==> src/rtl/corner_pkg.sv <==
// Shared types and default geometry for the corner extractor.
//   state_e      : scan controller states
//   corner_sel_e : which card corner is extracted
//   Default*     : default frame and corner window geometry
package corner_pkg;

  localparam int unsigned DefaultWidth   = 240;
  localparam int unsigned DefaultHeight  = 320;
  localparam int unsigned DefaultCornerW = 40;
  localparam int unsigned DefaultCornerH = 60;

  typedef enum logic [1:0] {
    StIdle  = 2'd0,
    StIssue = 2'd1,
    StDrain = 2'd2
  } state_e;

  typedef enum logic {
    SelTopLeft  = 1'b0,
    SelBotRight = 1'b1
  } corner_sel_e;

  // Clamp a window span to the nominal corner size.
  function automatic int unsigned clamp_span(int unsigned span, int unsigned limit);
    return (span < limit) ? span : limit;
  endfunction

endpackage

==> src/rtl/corner_addr_gen.sv <==
// Window address generator for the corner extractor.
// Walks a win_w_i x win_h_i window in raster order starting at the selected corner.
// The row base is advanced by +/-WIDTH per row, so the per-pixel path is add-only;
// the single multiply happens once at load.
// Ports:
//   clk_in, rst_in      : clock, synchronous active-high reset
//   load_i              : latch start corner and compute first address
//   step_i              : advance to next address (ignored on the final address)
//   sel_i               : 0 = top-left walk, 1 = bottom-right walk (reversed)
//   left_i..bot_i       : card box edges, inclusive
//   win_w_i, win_h_i    : window size, stable while stepping
//   addr_o              : current address, held when not stepping
//   last_o              : current address is the final one of the window
// Build option: CORNER_ROTATE_EN enables the decrementing (bottom-right) walk.
module corner_addr_gen
  import corner_pkg::*;
#(
  parameter int unsigned WIDTH  = DefaultWidth,
  parameter int unsigned HEIGHT = DefaultHeight,
  parameter int unsigned XW     = $clog2(WIDTH),
  parameter int unsigned YW     = $clog2(HEIGHT),
  parameter int unsigned AW     = $clog2(WIDTH * HEIGHT)
) (
  input  logic          clk_in,
  input  logic          rst_in,
  input  logic          load_i,
  input  logic          step_i,
  input  logic          sel_i,
  input  logic [XW-1:0] left_i,
  input  logic [XW-1:0] right_i,
  input  logic [YW-1:0] top_i,
  input  logic [YW-1:0] bot_i,
  input  logic [XW-1:0] win_w_i,
  input  logic [YW-1:0] win_h_i,
  output logic [AW-1:0] addr_o,
  output logic          last_o
);

  localparam logic [AW-1:0] RowStep = AW'(WIDTH);

  logic [XW-1:0] x_cnt_q;
  logic [YW-1:0] y_cnt_q;
  logic [AW-1:0] addr_q, row_base_q, x_start_q;
  logic [AW-1:0] first_row, first_x, next_row_base, next_addr;
  logic          row_end;

`ifdef CORNER_ROTATE_EN
  logic dir_q;

  assign first_row     = sel_i ? AW'(bot_i) : AW'(top_i);
  assign first_x       = sel_i ? AW'(right_i) : AW'(left_i);
  assign next_row_base = dir_q ? (row_base_q - RowStep) : (row_base_q + RowStep);
  assign next_addr     = dir_q ? (addr_q - AW'(1)) : (addr_q + AW'(1));

  always_ff @(posedge clk_in) begin
    if (rst_in) begin
      dir_q <= 1'b0;
    end else if (load_i) begin
      dir_q <= sel_i;
    end
  end
`else
  logic unused_rotate;

  assign unused_rotate = ^{sel_i, right_i, bot_i};
  assign first_row     = AW'(top_i);
  assign first_x       = AW'(left_i);
  assign next_row_base = row_base_q + RowStep;
  assign next_addr     = addr_q + AW'(1);
`endif

  assign row_end = (x_cnt_q == (win_w_i - XW'(1)));
  assign last_o  = row_end && (y_cnt_q == (win_h_i - YW'(1)));
  assign addr_o  = addr_q;

  always_ff @(posedge clk_in) begin
    if (rst_in) begin
      x_cnt_q    <= '0;
      y_cnt_q    <= '0;
      addr_q     <= '0;
      row_base_q <= '0;
      x_start_q  <= '0;
    end else if (load_i) begin
      x_cnt_q    <= '0;
      y_cnt_q    <= '0;
      row_base_q <= first_row * RowStep;
      addr_q     <= (first_row * RowStep) + first_x;
      x_start_q  <= first_x;
    end else if (step_i && !last_o) begin
      // Never step past the final address so addr_o holds it after the scan.
      if (row_end) begin
        x_cnt_q    <= '0;
        y_cnt_q    <= y_cnt_q + YW'(1);
        row_base_q <= next_row_base;
        addr_q     <= next_row_base + x_start_q;
      end else begin
        x_cnt_q <= x_cnt_q + XW'(1);
        addr_q  <= next_addr;
      end
    end
  end

endmodule

==> src/rtl/corner_extractor.sv <==
// Corner extractor: reads a corner window of a card box out of a frame BRAM and
// streams it as contiguous valid beats, one pixel per cycle.
// Ports:
//   clk_in, rst_in                 : clock, synchronous active-high reset
//   start_flag                     : single-cycle request, honoured only when idle
//   left/right/top/bot_edge        : card box, inclusive
//   corner_sel                     : 0 = top-left, 1 = bottom-right rotated 180 degrees
//   pixel_data_in / addr_out       : frame BRAM read port (READ_LATENCY cycles)
//   pixel_out, pixel_valid_out,
//   pixel_last_out                 : extracted pixel stream
//   corner_width, corner_height    : latched window size
//   busy_out, done_out, error_out  : status; done/error are one-cycle pulses
// Build option: CORNER_ROTATE_EN enables corner_sel; without it the scan is always top-left.
module corner_extractor
  import corner_pkg::*;
#(
  parameter int unsigned WIDTH        = DefaultWidth,
  parameter int unsigned HEIGHT       = DefaultHeight,
  parameter int unsigned PIXEL_W      = 16,
  parameter int unsigned CORNER_W     = DefaultCornerW,
  parameter int unsigned CORNER_H     = DefaultCornerH,
  parameter int unsigned READ_LATENCY = 1,
  localparam int unsigned XW = $clog2(WIDTH),
  localparam int unsigned YW = $clog2(HEIGHT),
  localparam int unsigned AW = $clog2(WIDTH * HEIGHT)
) (
  input  logic               clk_in,
  input  logic               rst_in,
  input  logic               start_flag,
  input  logic [XW-1:0]      left_edge,
  input  logic [XW-1:0]      right_edge,
  input  logic [YW-1:0]      top_edge,
  input  logic [YW-1:0]      bot_edge,
  input  logic               corner_sel,
  input  logic [PIXEL_W-1:0] pixel_data_in,
  output logic [AW-1:0]      addr_out,
  output logic [PIXEL_W-1:0] pixel_out,
  output logic               pixel_valid_out,
  output logic               pixel_last_out,
  output logic [XW-1:0]      corner_width,
  output logic [YW-1:0]      corner_height,
  output logic               busy_out,
  output logic               done_out,
  output logic               error_out
);

  state_e state_q, state_d;

  logic [XW-1:0]      corner_width_q;
  logic [YW-1:0]      corner_height_q;
  logic [XW-1:0]      win_w_d;
  logic [YW-1:0]      win_h_d;
  corner_sel_e        sel_q, sel_d;
  logic               error_q, done_q;
  logic               box_bad, accept, load, issue, win_last;
  logic [READ_LATENCY-1:0] pipe_valid_q, pipe_valid_d, pipe_last_q, pipe_last_d;
  logic [PIXEL_W-1:0] pixel_q;
  logic               pixel_valid_q, pixel_last_q;

  assign box_bad = (right_edge < left_edge) || (bot_edge < top_edge) ||
                   (32'(right_edge) >= WIDTH) || (32'(bot_edge) >= HEIGHT);

  assign win_w_d = XW'(clamp_span(32'(right_edge) - 32'(left_edge) + 32'd1, CORNER_W));
  assign win_h_d = YW'(clamp_span(32'(bot_edge) - 32'(top_edge) + 32'd1, CORNER_H));

`ifdef CORNER_ROTATE_EN
  assign sel_d = corner_sel_e'(corner_sel);
`else
  logic unused_corner_sel;
  assign unused_corner_sel = corner_sel;
  assign sel_d             = SelTopLeft;
`endif

  assign accept = (state_q == StIdle) && start_flag;
  assign load   = accept && !box_bad;
  assign issue  = (state_q == StIssue);

  always_comb begin
    state_d = state_q;
    unique case (state_q)
      StIdle:  if (load) state_d = StIssue;
      StIssue: if (win_last) state_d = StDrain;
      StDrain: if (pixel_last_q) state_d = StIdle;
      default: state_d = StIdle;
    endcase
  end

  always_ff @(posedge clk_in) begin
    if (rst_in) begin
      state_q         <= StIdle;
      corner_width_q  <= '0;
      corner_height_q <= '0;
      sel_q           <= SelTopLeft;
      error_q         <= 1'b0;
      done_q          <= 1'b0;
    end else begin
      state_q <= state_d;
      error_q <= accept && box_bad;
      done_q  <= (state_q == StDrain) && pixel_last_q;
      if (load) begin
        corner_width_q  <= win_w_d;
        corner_height_q <= win_h_d;
        sel_q           <= sel_d;
      end
    end
  end

  corner_addr_gen #(
    .WIDTH  (WIDTH),
    .HEIGHT (HEIGHT),
    .XW     (XW),
    .YW     (YW),
    .AW     (AW)
  ) u_addr_gen (
    .clk_in  (clk_in),
    .rst_in  (rst_in),
    .load_i  (load),
    .step_i  (issue),
    .sel_i   (sel_d),
    .left_i  (left_edge),
    .right_i (right_edge),
    .top_i   (top_edge),
    .bot_i   (bot_edge),
    .win_w_i (corner_width_q),
    .win_h_i (corner_height_q),
    .addr_o  (addr_out),
    .last_o  (win_last)
  );

  // Valid/last ride alongside the BRAM read so they line up with pixel_data_in.
  if (READ_LATENCY > 1) begin : g_pipe_multi
    assign pipe_valid_d = {pipe_valid_q[READ_LATENCY-2:0], issue};
    assign pipe_last_d  = {pipe_last_q[READ_LATENCY-2:0], issue && win_last};
  end else begin : g_pipe_single
    assign pipe_valid_d = issue;
    assign pipe_last_d  = issue && win_last;
  end

  always_ff @(posedge clk_in) begin
    if (rst_in) begin
      pipe_valid_q  <= '0;
      pipe_last_q   <= '0;
      pixel_q       <= '0;
      pixel_valid_q <= 1'b0;
      pixel_last_q  <= 1'b0;
    end else begin
      pipe_valid_q  <= pipe_valid_d;
      pipe_last_q   <= pipe_last_d;
      pixel_valid_q <= pipe_valid_q[READ_LATENCY-1];
      pixel_last_q  <= pipe_last_q[READ_LATENCY-1];
      if (pipe_valid_q[READ_LATENCY-1]) begin
        pixel_q <= pixel_data_in;
      end
    end
  end

  logic unused_sel_q;
  assign unused_sel_q = sel_q;

  assign pixel_out       = pixel_q;
  assign pixel_valid_out = pixel_valid_q;
  assign pixel_last_out  = pixel_last_q;
  assign corner_width    = corner_width_q;
  assign corner_height   = corner_height_q;
  assign busy_out        = (state_q != StIdle) || done_q;
  assign done_out        = done_q;
  assign error_out       = error_q;

endmodule
==> config.mk <==
export PLATFORM = sky130hd
export DESIGN_NAME = corner_extractor
export DESIGN_NICKNAME = d
export VERILOG_FILES = /design/src/rtl/corner_pkg.sv /design/src/rtl/corner_addr_gen.sv /design/src/rtl/corner_extractor.sv
export SDC_FILE = /design/constraint.sdc
export NUM_CORES = 1
export LEC_CHECK = 0
export BUFFER_PORTS_ARGS = -buffer_cell sky130_fd_sc_hd__buf_2
export CAP_MARGIN = 25
export CORE_MARGIN = 2
export CORE_UTILIZATION = 54
export CTS_BUF_LIST = sky130_fd_sc_hd__clkbuf_8
export DETAILED_ROUTE_END_ITERATION = 8
export HOLD_SLACK_MARGIN = 0.1
export PLACE_DENSITY = 0.79
export SLEW_MARGIN = 0
export SYNTH_ARGS = -nofsm -noshare
export SYNTH_HDL_FRONTEND = slang
export SYNTH_SLANG_ARGS = --single-unit
==> constraint.sdc <==
create_clock -name clk_in -period 3.4 [get_ports clk_in]
set_input_delay 0.34 -clock clk_in [delete_from_list [all_inputs] [get_ports clk_in]]
set_output_delay 0.34 -clock clk_in [all_outputs]
set_load 0.02 [all_outputs]
==> out/metrics.csv, run 1 <==
metric;value;unit
die-area;0.0148;mm^2
grt_pass1_wl;30600;um
synth_area_per_cell;8.20;um^2
skew;6.44;ps
post-synth-top-area-fraction;0.257;
max_clock_freq;314;MHz
syn_nets;1035;
whs;199;ps
rows;43;
place_ws;-348;ps
cp-end-kind;flop;
async_flop_share;0;
power_switching;0.00122;W
ys_types;83;
ys_warn_count;0;
overflow;0;
maxCapViolCount;0;
fp.dieW;122;um
yosys.area_share.simple;0.219;
holdBufCountCts;0;
multiInputGateArea;0.00521;mm^2
hold_viol;0;
area_growth;17.5;%
numClockSinks;96;
ant_nets;0;
swShare;0.365;
hpwl;14500;um
combPwrFrac;0.437;
drt-total-wl;18400;um
slew-limit-headroom;0.425;
insertion_delay;380;ps
cts_setup_buffers;0;
grt_max_degree;44;
antennaDiodeCount;0;
cts_resized;0;
num-fill-cells;1199;
cp-start-kind;input port;
cts_buffers;9;
tightest_slew;861;ps
min-delay-start;pixel_data_in[14];
wl_per_cell;14.9;um
yosys-top-cells-count;dfxtp_1 (96), nor2_1 (93), nand2_1 (78), xnor2_1 (60), a21oi_1 (56);
clk_pin_slew;90;ps
clock_path_buffers;2;
status;complete, no violations;
nNetsFinal;1177;
setup-tns-final;0;ps
power_density;381;mW/mm^2
hold_path.class;input port to flop;
required;3710;ps
antenna_found_initial;0;
arrival;3500;ps
synth_compound_area_frac;0.186;
tritoncts;built;
synth_fa_ha_area_frac;0.134;
grt_usage;0.253;
placedCellCount;1224;
num_io_pins;109;
drc_errors;0;
synthXorXnorAreaFrac;0.123;
synth_top_family_by_area;simple AND/OR/NAND/NOR gates;
port_buffers;107;
seqCellArea;0.00192;mm^2
htreeDepth;3;
cp-startpoint;top_edge[0];
power_leakage;3.87;nW
first_global_vias;6604;
netlist.top_cell.by_area;dfxtp_1;
synthTopCellsByArea;dfxtp_1 (26%), ha_1 (8.2%), xnor2_1 (7.0%), fa_1 (5.1%), xor2_1 (5.0%);
ys_dominant_reg_cell;dfxtp_1;
drive_above_1_share;0.212;
stdcell_count;1240;
final.setup.worst_slack;213;ps
place.gp.congestion;0.905;
synthCells;913;
finalMaxSlewViolations;0;
r2r_start;corner_width[0];
setup_viol;0;
min_period;3190;ps
vias;7031;
die_h;122;um
power_frac_seq;0.359;
post-synth-top-count-cell;dfxtp_1;
cts_root_buffer;clkbuf_8;
synthMuxAreaShare;0.0311;
p_total;0.00335;W
clkPwrFrac;0.203;
ys_ff_latch;96;
p_int;0.00213;W
synth-edff-count;0;
min_period_over_period;0.937;
cp_max_fo;2;
rsz0062_at_grt;false;
start_util;0.546;
netlist_area;0.00749;mm^2
ir_drop;0.264;mV
critPathKind;input port to flop;
seq_area_frac_synth;0.257;
coreArea;0.0137;mm^2
drt-vias-per-instance;5.67;
first_pass_iters;5;
drt_iter0_markers;469;
[logic make-up after synthesis]
family / count (synthesis)
AO/OA/AOI/OAI: 195
AND/OR/NAND/NOR: 329
flip-flops: 96
XOR/XNOR: 104
multiplexers: 23
buffers and inverters: 97
adder cells (fa/ha/maj): 69
[per-layer routing]
layer  GRT usage  wire, um
met5           0         0
met1       0.321      8220
met4      0.0697       316
met3      0.0328       866
met2       0.451      9020
[state kept, by name, indices dropped and copies added, names as in the netlist]
| name | count |
|---|---|
| pixel_valid_out | 1 |
| done_out | 1 |
| u_addr_gen.x_cnt_q | 8 |
| pixel_last_out | 1 |
| error_out | 1 |
| u_addr_gen.row_base_q | 13 |
| u_addr_gen.addr_o | 17 |
| pipe_valid_q | 1 |
| corner_height | 9 |
| u_addr_gen.y_cnt_q | 9 |
| state_q | 2 |
| pixel_out | 16 |
| pipe_last_q | 1 |
| u_addr_gen.x_start_q | 8 |
| corner_width | 8 |
[critical path, stage by stage]
cell and delay (ps):
buf_2 130, fa_1 570, fa_1 470, fa_1 430, a21o_1 210, a21oi_1 220
xor2_1 130, nor4_2 320, and3_1 250, nand3_1 110, xor2_1 170, a21oi_1 140
[placed cells by master (no fill, tap or decap), drive strengths merged, types with 4 or more instances in the layout]
cell type  count
dfxtp         96
a221oi         5
or3            6
a21o          10
inv           53
mux2i         21
buf          176
nand2         78
nor2          93
nor2b          7
o21ai         24
a32o           4
clkbuf         9
and3          16
a211oi        18
nand3         29
nor3b          6
ha            49
fa            19
a31oi         10
o211ai        14
xnor2         61
nand3b         5
a21oi         56
or2            6
nor3          26
xor2          43
nand4         25
o21a           8
and2           8
clkinv         4
nand2b         8
[path summary, 6_finish.rpt]
kind	cells past startpoint	endpoint	slack (ps)
max	12	u_addr_gen.addr_o[16]	210
max reg2reg	11	u_addr_gen.row_base_q[11]	350
min	3	pixel_out[14]	200
min reg2reg	1	pixel_last_out	450
[power by group through the flow]
stage	registers, W	logic [W]	clock network [W]
after global routing	0.00121	0.00162	0.000744
after global placement	0.00123	0.00139	0
after detailed placement	0.00123	0.00143	0
after CTS	0.00120	0.00144	0.000690
final	0.00121	0.00147	0.000682
after floorplan	0.00124	0.000899	0
[through the flow]
step / cell area [um^2] / util
4_1_cts: 8780 / 0.640
3_5_place_dp: 8610 / 0.628
3_3_place_gp: 8610 / 0.628
2_1_floorplan: 7490 / -
5_1_grt: 8800 / 0.642
6_report: 8800 / 0.642
[final cells by class]
cell class | instances | share of cell area
Clock buffer | 9 | 0.0141
Clock inverter | 7 | 0.00540
Sequential cell | 96 | 0.218
Inverter | 52 | 0.0222
Tap cell | 180 | 0.0256
Multi-Input combinational cell | 720 | 0.592
Timing Repair Buffer | 176 | 0.123
Power figures use the tool's default switching activity.
==> run 2: changes to the inputs <==
--- a/config.mk
+++ b/config.mk
@@ -5,14 +5,15 @@
 export SDC_FILE = /design/constraint.sdc
 export NUM_CORES = 1
 export LEC_CHECK = 0
+export ABC_AREA = 1
 export BUFFER_PORTS_ARGS = -buffer_cell sky130_fd_sc_hd__buf_2
 export CAP_MARGIN = 25
 export CORE_MARGIN = 2
-export CORE_UTILIZATION = 54
+export CORE_UTILIZATION = 55
 export CTS_BUF_LIST = sky130_fd_sc_hd__clkbuf_8
 export DETAILED_ROUTE_END_ITERATION = 8
 export HOLD_SLACK_MARGIN = 0.1
-export PLACE_DENSITY = 0.79
+export PLACE_DENSITY = 0.8
 export SLEW_MARGIN = 0
 export SYNTH_ARGS = -nofsm -noshare
 export SYNTH_HDL_FRONTEND = slang
==> out/metrics.csv, run 2 <==
metric;value;unit;change
arrival;3440;ps;was 3500 ps
drt-total-wl;21100;um;was 18,400 um
die_h;126;um;was 122 um
slowest_stage;fa_1;;unchanged
finalMaxSlewViolations;0;;unchanged
grt_usage;0.264;;was 0.253
post-synth-top-count-cell;nand2_1;;was dfxtp_1
numClockSinks;96;;unchanged
p_int;0.00206;W;was 0.00213 W
cp_cell_sequence;buf_2 > fa_1 > fa_1 > fa_1 > ha_1 > nand2_1 > nand2_1 > nand2_1 > nor2_1 > nand4_1 > nand2_1 > inv_1 > o21ai_0 > nand2_1 > nand2_1 > inv_1 > nor2_1;;was buf_2 > fa_1 > fa_1 > fa_1 > a21o_1 > a21oi_1 > xor2_1 > nor4_2 > and3_1 > nand3_1 > xor2_1 > a21oi_1
cts_buffers;9;;unchanged
rsz0062_at_grt;false;;unchanged
tightest_slew;618;ps;was 861 ps
netlist.top_cell.by_area;dfxtp_1;;unchanged
clock_path_buffers;2;;unchanged
first_pass_iters;5;;unchanged
final_area;0.00932;mm^2;was 0.00880 mm^2
holdBufCountCts;0;;unchanged
max_clock_freq;322;MHz;was 314 MHz
cts_root_buffer;clkbuf_8;;unchanged
netlist_area;0.00823;mm^2;was 0.00749 mm^2
ys_ff_latch;96;;unchanged
die-area;0.0160;mm^2;was 0.0148 mm^2
synthTopCellsByArea;dfxtp_1 (23%), nand2_1 (17%), inv_1 (8.4%), ha_1 (7.4%), nor2_1 (7.2%);;was dfxtp_1 (26%), ha_1 (8.2%), xnor2_1 (7.0%), fa_1 (5.1%), xor2_1 (5.0%)
synth-edff-count;0;;unchanged
ys_warn_count;0;;unchanged
min_period_over_period;0.912;;was 0.937
placed_cell_area;0.00910;mm^2;was 0.00861 mm^2
hold_viol;0;;unchanged
grt_max_degree;43;;was 44
drc_errors;0;;unchanged
critPathKind;input port to flop;;unchanged
skew;13.1;ps;was 6.44 ps
rows;44;;was 43
min_period;3100;ps;was 3190 ps
whs;161;ps;was 199 ps
nNetsFinal;1565;;was 1,177
synth_area_per_cell;6.24;um^2;was 8.20 um^2
ys_types;45;;was 83
port_buffers;107;;unchanged
final_common_cell;nand2_1;;was buf_2
largest_reg_flops;17;;unchanged
power_leakage;4.92;nW;was 3.87 nW
syn_nets;1441;;was 1,035
drive_above_1_share;0.135;;was 0.212
hold_depth;3;;unchanged
drt-vias-per-instance;5.22;;was 5.67
power_switching;0.00138;W;was 0.00122 W
final_cell_mix;nand2_1 (378), inv_1 (184), nor2_1 (158);;was buf_2 (107), dfxtp_1 (96), nor2_1 (92)
cp-start-kind;input port;;unchanged
post-synth-top-area-fraction;0.234;;was 0.257
rr_worst_depth;13;;was 11
ir_drop;0.235;mV;was 0.264 mV
crit_path_frequent_cell;nand2_1;;was fa_1
cp_max_fo;4;;was 2
power_density;369;mW/mm^2;was 381 mW/mm^2
tritoncts;built;;unchanged
required;3740;ps;was 3710 ps
hold_path.class;input port to flop;;unchanged
first_global_vias;7624;;was 6,604
slew-limit-headroom;0.587;;was 0.425
synthCells;1319;;was 913
vias;8514;;was 7,031
swShare;0.401;;was 0.365
antennaDiodeCount;0;;unchanged
ys_dominant_reg_cell;dfxtp_1;;unchanged
ant_nets;0;;unchanged
status;complete, no violations;;unchanged
insertion_delay;390;ps;was 380 ps
num_io_pins;109;;unchanged
maxCapViolCount;0;;unchanged
crit_family;adder cells;;unchanged
path_buf_inv;3;;was 1
async_flop_share;0;;unchanged
clk_pin_slew;110;ps;was 90 ps
fp.dieW;126;um;was 122 um
area_growth;13.3;%;was 17.5%
cp-end-kind;flop;;unchanged
seq_area_frac_synth;0.234;;was 0.257
coreArea;0.0146;mm^2;was 0.0137 mm^2
start_util;0.564;;was 0.546
yosys-top-cells-count;nand2_1 (378), inv_1 (184), nor2_1 (158), nand3_1 (117), dfxtp_1 (96);;was dfxtp_1 (96), nor2_1 (93), nand2_1 (78), xnor2_1 (60), a21oi_1 (56)
overflow;0;;unchanged
place.gp.congestion;0.902;;was 0.905
grt_pass1_wl;35100;um;was 30,600 um
utilization;0.639;;was 0.642
setup_viol;0;;unchanged
setup-tns-final;0;ps;unchanged
antenna_found_initial;0;;unchanged
combPwrFrac;0.407;;was 0.437
clkPwrFrac;0.243;;was 0.203
cp.depth;17;;was 12
htreeDepth;3;;unchanged
wl_per_cell;12.9;um;was 14.9 um
max_stage_delay;570;ps;about the same
power_frac_seq;0.349;;was 0.359
hpwl;16800;um;was 14,500 um
drt_iter0_markers;640;;was 469
run 2: changes by cell type after synthesis, sizes merged, moves of 21 or more:
cell	before	now
nor2	93	172
xnor2	61	16
nand3	29	120
clkbuf	33	10
mux2i	21	0
o21ai	24	80
nand2	78	380
inv	52	190
run 2: metrics by stage:
| step | cells | total power [W] | worst slack (ps) |
|---|---|---|---|
| after floorplan | 1319 | 0.00222 | 248 |
| after global placement | 1616 | 0.00258 | -36.6 |
| after detailed placement | 1616 | 0.00261 | -118 |
| after CTS | 1632 | 0.00344 | 295 |
| after global routing | 1632 | 0.00369 | 9.40 |
| final | 1632 | 0.00344 | 298 |
run 2: path summary, 6_finish.rpt:
kind	slack (ps)	from	endpoint
min reg2reg	410	pipe_last_q	pixel_last_out
max reg2reg	510	corner_width[0]	u_addr_gen.y_cnt_q[0]
max	300	top_edge[0]	u_addr_gen.addr_o[13]
min	160	pixel_data_in[6]	pixel_out[6]
run 2: layout make-up:
| type | instances | area (um^2) |
|---|---|---|
| Tap cell | 184 | 230 |
| Sequential cell | 96 | 1920 |
| Inverter | 192 | 721 |
| Timing Repair Buffer | 143 | 806 |
| Fill cell | 1378 | 5270 |
| Clock buffer | 9 | 124 |
| Multi-Input combinational cell | 1001 | 5430 |
| Clock inverter | 7 | 95.1 |
run 2: logic make-up (layout without fill, tap and decap cells):
logic type      count (synthesis)  in the layout  synth area share
compound gates                138            138            0.0897
xor+xnor                       62             62            0.0686
fa+ha+maj                      68             68             0.121
buf+inv                       222            351             0.107
flops                          96             96             0.234
simple gates                  733            733             0.380
run 2: worst reg2reg max path, stage by stage, from the launching register on:
cell and delay (ps):
dfxtp_1 340, inv_2 110, ha_1 200, nand3_1 140, nor2_1 160, xor2_1 170, nand2_1 80, nor2_2 140
nand2_1 100, inv_2 240, nand3_1 500, buf_4 390, xor2_1 150, nor2_1 50
run 2: timing repair:
| item | in CTS | in global routing |
|---|---|---|
| buffers inserted | 0 | 0 |
| endpoints found under the setup margin | 0 | 3 |
| resized for setup | 0 | 1 |
run 2: power groups by stage:
stage / sequential (W) / combinational, W / clock, W
floorplan: 0.00125 / 0.000973 / 0
global placement: 0.00122 / 0.00135 / 0
detailed placement: 0.00123 / 0.00139 / 0
CTS: 0.00120 / 0.00140 / 0.000841
global route: 0.00121 / 0.00160 / 0.000880
finish: 0.00120 / 0.00140 / 0.000837
run 2: metal layers:
metal,track usage,wire (um)
met1,0.379,10100
met2,0.420,9360
met3,0.0291,1260
met4,0.0808,388
met5,0,0
==> run 3: changes to the inputs <==
--- a/config.mk
+++ b/config.mk
@@ -9,11 +9,11 @@
 export BUFFER_PORTS_ARGS = -buffer_cell sky130_fd_sc_hd__buf_2
 export CAP_MARGIN = 25
 export CORE_MARGIN = 2
-export CORE_UTILIZATION = 55
+export CORE_UTILIZATION = 61
 export CTS_BUF_LIST = sky130_fd_sc_hd__clkbuf_8
 export DETAILED_ROUTE_END_ITERATION = 8
 export HOLD_SLACK_MARGIN = 0.1
-export PLACE_DENSITY = 0.8
+export PLACE_DENSITY = 0.84
 export SLEW_MARGIN = 0
 export SYNTH_ARGS = -nofsm -noshare
 export SYNTH_HDL_FRONTEND = slang
==> constraint.sdc (replaced) <==
create_clock -name clk_in -period 3.3 [get_ports clk_in]
set_input_delay 0.33 -clock clk_in [delete_from_list [all_inputs] [get_ports clk_in]]
set_output_delay 0.33 -clock clk_in [all_outputs]
set_load 0.02 [all_outputs]
==> out/metrics.csv, run 3 (synthesis gave the netlist of run 2 again) <==
metric;value;unit;change
grt_usage;0.300;;was 0.264
hold_viol;0;;unchanged
min_period;3070;ps;
area_growth;14.7;%;was 13.3%
hold_path.class;input port to flop;;unchanged
largest_reg_flops;17;;unchanged
min_period_over_period;0.929;;
numClockSinks;96;;unchanged
maxCapViolCount;0;;unchanged
first_pass_iters;5;;unchanged
ant_nets;0;;unchanged
drt-total-wl;21300;um;was 21,100 um
skew;11.6;ps;was 13.1 ps
clock_path_buffers;2;;unchanged
drive_above_1_share;0.148;;was 0.135
finalMaxSlewViolations;0;;unchanged
cts_root_buffer;clkbuf_8;;unchanged
antennaDiodeCount;0;;unchanged
seqCellArea;0.00192;mm^2;unchanged
drt_iter0_markers;776;;was 640
final_cell_mix;nand2_1 (378), inv_1 (182), nor2_1 (158);;was nand2_1 (378), inv_1 (184), nor2_1 (158)
slew-limit-headroom;0.542;;was 0.587
placed_cell_area;0.00922;mm^2;was 0.00910 mm^2
htreeDepth;3;;unchanged
drc_errors;0;;unchanged
insertion_delay;390;ps;about the same
critPathKind;input port to flop;;unchanged
nNetsFinal;1580;;was 1,565
power_leakage;4.98;nW;was 4.92 nW
arrival;3360;ps;was 3440 ps
drt-vias-per-instance;5.28;;was 5.22
final_common_cell;nand2_1;;unchanged
status;complete, no violations;;unchanged
port_buffers;107;;unchanged
first_global_vias;7942;;was 7,624
antenna_found_initial;0;;unchanged
cts_buffers;9;;unchanged
overflow;0;;unchanged
num_io_pins;109;;unchanged
die_h;120;um;was 126 um
whs;150;ps;was 161 ps
setup_viol;0;;unchanged
grt_max_degree;43;;unchanged
fp.dieW;120;um;was 126 um
ir_drop;0.216;mV;was 0.235 mV
tightest_slew;685;ps;was 618 ps
wl_per_cell;13.0;um;was 12.9 um
die-area;0.0144;mm^2;was 0.0160 mm^2
grt_pass1_wl;35700;um;was 35,100 um
max_clock_freq;326;MHz;
setup-tns-final;0;ps;unchanged
rows;42;;was 44
clk_pin_slew;110;ps;about the same
cp_max_fo;4;;unchanged
final_area;0.00944;mm^2;was 0.00932 mm^2
multiInputGateArea;0.00545;mm^2;was 0.00543 mm^2
num-fill-cells;1174;;was 1,378
start_util;0.624;;was 0.564
cp-start-kind;input port;;unchanged
place.gp.congestion;0.905;;was 0.902
tritoncts;built;;unchanged
hpwl;16700;um;was 16,800 um
vias;8651;;was 8,514
cp-end-kind;flop;;unchanged
power_density;385;mW/mm^2;was 369 mW/mm^2
utilization;0.716;;was 0.639
required;3600;ps;was 3740 ps
coreArea;0.0132;mm^2;was 0.0146 mm^2
==> run 3: cell types whose count changed in the layout (fill, tap and decap cells not counted), sizes merged <==
cell | before | now
clkbuf | 9 | 10
inv | 194 | 193
clkinv | 4 | 3
bufinv | 1 | 0
clkinvlp | 0 | 2
buf | 143 | 158
==> run 3: report_power, final <==
part	total [W]	internal (W)	switching [W]
logic	0.00159	0.000649	0.000944
clock network	0.000803	0.000315	0.000488
registers	0.00124	0.00120	0.0000407
==> run 3: worst paths after layout <==
check | from | to | slack (ps) | depth (start not counted)
setup reg to reg | u_addr_gen.row_base_q[4] | u_addr_gen.addr_o[15] | 560 | 16
hold reg to reg | pipe_last_q | pixel_last_out | 410 | 2
setup / recovery | top_edge[0] | u_addr_gen.addr_o[16] | 230 | 16
hold / removal | pixel_data_in[9] | pixel_out[9] | 150 | 3
==> run 3: worst max-delay path, cell delays in order <==
cell	delay (ps)
buf_2	120
fa_1	580
fa_1	460
fa_1	530
ha_4	310
a21oi_1	80
nor2_1	100
nand2_1	90
nor2_2	110
nand3_1	140
nor2_2	150
nand4_1	90
nand3_1	100
nand3_1	70
nand2_1	60
inv_1	30
==> run 3: timing repair <==
item,in CTS,in global routing
hold buffers,0,0
gates resized for setup,0,6
setup endpoints to repair,0,5
setup buffers,0,0
==> run 3: cell type report <==
type,count,share of cell area
Multi-Input combinational cell,1001,0.577
Tap cell,176,0.0233
Inverter,192,0.0767
Clock inverter,6,0.00623
Timing Repair Buffer,158,0.0986
Clock buffer,10,0.0146
Sequential cell,96,0.204
==> run 3: metrics by stage <==
| step | worst slack [ps] | std cells | total power [W] |
|---|---|---|---|
| 3_3_place_gp | -91.1 | 1623 | 0.00277 |
| 2_1_floorplan | 158 | 1319 | 0.00229 |
| 5_1_grt | -0.700 | 1639 | 0.00390 |
| 3_5_place_dp | -155 | 1623 | 0.00282 |
| 6_report | 234 | 1639 | 0.00363 |
| 4_1_cts | 254 | 1639 | 0.00360 |
==> run 3: metal layers <==
metal | part of all wire | vias up | global-route usage
li1 | - | 4444 | -
met1 | 0.46 | 3887 | 0.407
met2 | 0.46 | 286 | 0.491
met3 | 0.066 | 34 | 0.0433
met4 | 0.020 | 0 | 0.0993
met5 | 0 | - | 0
